`config.mk`:
```
export PLATFORM = sky130hd
export DESIGN_NAME = wbi_burst_arb
export DESIGN_NICKNAME = d
export VERILOG_FILES = /design/src/rtl/wbi_burst_arb.sv
export SDC_FILE = /design/constraint.sdc
export NUM_CORES = 1
export LEC_CHECK = 0
export BUFFER_PORTS_ARGS = -buffer_cell sky130_fd_sc_hd__buf_2
export CORE_MARGIN = 4
export CORE_UTILIZATION = 45
export CTS_BUF_LIST = sky130_fd_sc_hd__clkbuf_4
export CTS_CLUSTER_DIAMETER = 120
export CTS_CLUSTER_SIZE = 25
export DETAILED_ROUTE_END_ITERATION = 16
export GPL_TIMING_DRIVEN = 1
export PLACE_DENSITY = 0.76
export SYNTH_ARGS = -nofsm -noshare
export SYNTH_HDL_FRONTEND = slang
export SYNTH_SLANG_ARGS = --single-unit
export TNS_END_PERCENT = 20
```
`constraint.sdc`:
```
create_clock -name mclk -period 3.2 [get_ports mclk]
set_clock_uncertainty 0.2 [all_clocks]
set_input_delay 0.32 -clock mclk [delete_from_list [all_inputs] [get_ports mclk]]
set_output_delay 0.32 -clock mclk [all_outputs]
set_load 0.01 [all_outputs]
```
`src/rtl/wbi_burst_arb.sv`:
```
// wbi_burst_arb: round-robin burst arbiter for N command requesters.
// A winner is chosen in IDLE and holds the grant for a whole burst of
// bl beats (bl==0 treated as 1). The grant is released on the last beat
// or when the granted requester drops its request (abort). Every release
// is followed by one IDLE cycle before the next grant.
//
// Ports:
//   mclk        clock, rising edge
//   reset_n     synchronous active-low reset
//   req_i       per-requester command valid
//   bl_i        per-requester burst count, slice k = bl_i[k*BL +: BL]
//   rdy_i       downstream ready
//   gnt_o       one-hot grant (registered)
//   gnt_id_o    binary grant index (registered)
//   gnt_val_o   grant held, state BURST (registered)
//   beat_o      beat accepted this cycle
//   last_o      accepted beat is the last of the burst
//   abort_o     granted requester dropped its request mid-burst
//   beat_cnt_o  beats remaining including the current one (registered)
module wbi_burst_arb #(
    parameter int N  = 4,
    parameter int BL = 10,
    parameter int IW = $clog2(N)
) (
    input  logic            mclk,
    input  logic            reset_n,
    input  logic [N-1:0]    req_i,
    input  logic [N*BL-1:0] bl_i,
    input  logic            rdy_i,
    output logic [N-1:0]    gnt_o,
    output logic [IW-1:0]   gnt_id_o,
    output logic            gnt_val_o,
    output logic            beat_o,
    output logic            last_o,
    output logic            abort_o,
    output logic [BL-1:0]   beat_cnt_o
);

    typedef enum logic {IDLE, BURST} state_t;

    state_t          state_q, state_d;
    logic [N-1:0]    gnt_q, gnt_d;
    logic [IW-1:0]   gnt_id_q, gnt_id_d;
    logic [BL-1:0]   cnt_q, cnt_d;
    logic [IW-1:0]   ptr_q, ptr_d;

    logic            win_found;
    logic [IW-1:0]   win_id;
    logic [IW-1:0]   idx;
    logic [BL-1:0]   win_bl;
    logic            req_cur;

    // Round-robin search: first requester at or after ptr+1, wrapping.
    always_comb begin
        win_found = 1'b0;
        win_id    = '0;
        idx       = '0;
        for (int i = 0; i < N; i++) begin
            idx = IW'((int'(ptr_q) + 1 + i) % N);
            if (!win_found && req_i[idx]) begin
                win_found = 1'b1;
                win_id    = idx;
            end
        end
    end

    assign win_bl  = bl_i[int'(win_id)*BL +: BL];
    assign req_cur = req_i[gnt_id_q];

    assign gnt_o      = gnt_q;
    assign gnt_id_o   = gnt_id_q;
    assign gnt_val_o  = (state_q == BURST);
    assign beat_cnt_o = cnt_q;

    // Gated by reset_n so a reset landing mid-burst produces no beat,
    // last or abort in the cycle it is asserted.
    assign beat_o  = gnt_val_o & req_cur & rdy_i & reset_n;
    assign last_o  = beat_o & (cnt_q == BL'(1));
    assign abort_o = gnt_val_o & ~req_cur & reset_n;

    always_comb begin
        state_d  = state_q;
        gnt_d    = gnt_q;
        gnt_id_d = gnt_id_q;
        cnt_d    = cnt_q;
        ptr_d    = ptr_q;
        case (state_q)
            IDLE: begin
                if (win_found) begin
                    state_d  = BURST;
                    gnt_d    = N'(1) << win_id;
                    gnt_id_d = win_id;
                    cnt_d    = (win_bl == '0) ? BL'(1) : win_bl;
                end
            end
            BURST: begin
                if (!req_cur) begin
                    // Abort: release without consuming a beat.
                    state_d = IDLE;
                    gnt_d   = '0;
                    ptr_d   = gnt_id_q;
                end else if (beat_o) begin
                    cnt_d = cnt_q - BL'(1);
                    if (cnt_q == BL'(1)) begin
                        state_d = IDLE;
                        gnt_d   = '0;
                        ptr_d   = gnt_id_q;
                    end
                end
            end
            default: state_d = IDLE;
        endcase
    end

    always_ff @(posedge mclk) begin
        if (!reset_n) begin
            state_q  <= IDLE;
            gnt_q    <= '0;
            gnt_id_q <= '0;
            cnt_q    <= '0;
            ptr_q    <= IW'(N - 1);
        end else begin
            state_q  <= state_d;
            gnt_q    <= gnt_d;
            gnt_id_q <= gnt_id_d;
            cnt_q    <= cnt_d;
            ptr_q    <= ptr_d;
        end
    end

endmodule

```
==> run_results.csv <==
group,metric,value,unit
route,vias,1548,
setup_path,required,3230,ps
sta,period_share,0.785,
route,drt_iter0_drc,46,
pwr,p_per_area,439,nW/µm²
sta,relSlewSlack,0.491,
synth,syn_area,1460,µm²
route,avgViaCountPerCell,5.43,
die,core_area,3080,µm²
setup_path,cp_slowest_cell,"a31oi_4",
global_routing,grt_usage,0.191,
hold_path,min_from,"reset_n",
setup_path,start_kind,"register",
route,drc,0,
clocking,cts_buffer_depth,2,
final_layout,n_antenna_cell,0,
hold_path,worstHoldPathCells,2,
placement,dp_hpwl,3060,µm
global_routing,overflow,0,
setup_path,worstSetupEndpointType,"register",
synth,synth.yosys.seq_area_share,0.260,
placement,pre_cts_ws,675,ps
placement,dp_cells,281,
synth,synth_edf_count,0,
setup_path,r2r_start,"ptr_q[1]",
global_routing,grt_antenna_before_repair,0,
clocking,cts_buffers,3,
final_layout,fill_cells,298,
clocking,postCtsSetupBuffers,0,
synth,synth_top_area_cell,"dfxtp_1",
die,pin_count,67,
die,fp.dieW,65.0,µm
route,routed_wl,3940,µm
setup_path,cpLargestDelayFamily,"compound AO/OA/AOI/OAI gates",
synth,netlist_top_cells_count,"mux2i_1, nor2_1, dfxtp_1",
final_layout,area_growth,25.2,%
synth,synth_area_leaders,"dfxtp_1, mux2i_1, nor2_1",
final_layout,drive_above_1_share,0.349,
hold_path,hold_end,"ptr_q[1]",
synth,syn_inst,177,
clocking,cts.sinks,19,
setup_path,crit_chain,"nand3b_1, a31oi_4, buf_4, mux2i_1, mux2i_1, nor2_1, nand3_1, a31oi_1",
job,drv_cap,0,
sta,timing.fmax,0.398,GHz
sta,final-hold-violation-count,0,
setup_path,cp_common_cell,"mux2i_1",
placement,io_buffers,66,
synth,yosysUniqueCellTypes,46,
final_layout,finalCoreUtilization,0.595,
global_routing,grt_pass1_wl,6500,µm
synth,async_reset_ff_frac,0,
synth,avgSynthCellArea,8.26,µm²
synth,ys.flop_type,"dfxtp_1",
setup_path,cpPeakStageDelay,570,ps
hold_path,min_path_type,"input port to register",
sta,min_period,2510,ps
sta,tightest_slew,759,ps
route,wl_per_cell,13.8,µm
placement,gp_congestion,0.870,
clocking,clkLatencyLatePin,300,ps
setup_path,rrSetupSlack,690,ps
sta,setup_viol,0,
run_status,status,"completed",
sta,tns,0,ps
synth,synth.most_common_cell,"mux2i_1",
clocking,cts-root-buf,"clkbuf_4",
final_layout,final_nets,291,
setup_path,critical_path_class,"register to register",
clocking,cts_hold_buf,0,
synth,yosys_warnings,0,
clocking,h-tree-depth,1,
clocking,cts_tree,"built",
die,rows,20,
synth,synth_top_area_share,0.260,
die,fp.dieH,65.0,µm
pwr,max-vdd-ir-drop,0.206,mV
route,ant_nets,0,
synth,syn_nets,226,
setup_path,cp.arrival,2540,ps
sta,layout_setup_ws,688,ps
global_routing,grt_max_degree,21,
final_layout,fin_cells,285,
sta,slew_viol_final,0,
clocking,postCtsResizedCells,0,
setup_path,critPathMaxFanout,15,
setup_path,r2r_end,"beat_cnt_o[0]",
pwr,p_total,804,µW
setup_path,worst-path-buf-inv,1,
global_routing,first_global_vias,1461,
route,dr.pass1.iters,5,
sta,rsz0062_at_grt,"false",
die,fp.dieArea,4230,µm²
synth,ys_ff_latch,19,
clocking,cts.clk_slew.worst_paths,110,ps
pwr,leakage,0.000857,µW
setup_path,rr_worst_depth,8,
die,initial_core_util,0.475,
-- placed cells by master (no fill, tap or decap), types with 5 or more instances in the layout --
cell     instances
a21oi_1         13
buf_2           66
dfxtp_1         19
inv_1            5
mux2i_1         31
nand2_1         18
nor2_1          22
nor3_1           7
o21ai_0          7
o21ai_1          5
-- metrics by stage --
stage / hold WS (ps) / area [µm²]
detailed placement: 274 / 1800
floorplan: 182 / 1460
CTS: 55.3 / 1830
finish: 66.8 / 1830
global placement: 273 / 1800
global route: 43.3 / 1830
-- logic make-up after synthesis --
family / synth area share
and+or+nand+nor: 0.214
AOI/OAI and AO/OA: 0.206
DFF: 0.260
muxes: 0.251
buffers and inverters: 0.0522
adders and majority gates: 0.0171
-- how the worst max path moves through the flow --
stage | startpoint | end | slack, ps | cells past startpoint
global placement | req_i[0] | beat_cnt_o[0] | 760 | 9
floorplan | ptr_q[0] | beat_cnt_o[0] | 1160 | 8
global route | gnt_val_o | beat_cnt_o[7] | 460 | 4
finish | ptr_q[1] | beat_cnt_o[0] | 690 | 8
detailed placement | req_i[0] | beat_cnt_o[0] | 680 | 9
CTS | ptr_q[1] | beat_cnt_o[0] | 710 | 8
-- sequential cells by signal (all words and copies together) (netlist names) --
signal	cells
beat_cnt_o	10
gnt_id_o	2
gnt_o	4
gnt_val_o	1
ptr_q	2
-- metal layers --
metal / global-route usage / routed length, µm / up-vias
met2: 0.308 / 1690 / 66
li1: - / - / 772
met4: 0.0648 / 40 / 0
met5: 0 / 0 / -
met3: 0.0433 / 416 / 4
met1: 0.251 / 1790 / 706
-- report_power, final --
group          total, µW  internal (µW)  switching [µW]  leakage [µW]
clock                131           57.0            74.2     0.0000184
sequential           311            268            43.0      0.000157
combinational        362            165             197      0.000681
total                804            490             314      0.000857
-- area by class of cell --
| type | instances | area, µm² | area share |
|---|---|---|---|
| Inverter | 6 | 22.5 | 0.0123 |
| Clock buffer | 4 | 30.0 | 0.0164 |
| Sequential cell | 19 | 380 | 0.208 |
| Tap cell | 44 | 55.1 | 0.0301 |
| Timing Repair Buffer | 67 | 338 | 0.184 |
| Multi-Input combinational cell | 145 | 1010 | 0.549 |
-- worst register-to-register path, stage by stage (launching register included) --
cell	delay [ps]
dfxtp_1	460
nand3b_1	160
a31oi_4	570
buf_4	310
mux2i_1	200
mux2i_1	110
nor2_1	170
nand3_1	80
a31oi_1	180
No activity file was read; power rests on OpenSTA's default activity.
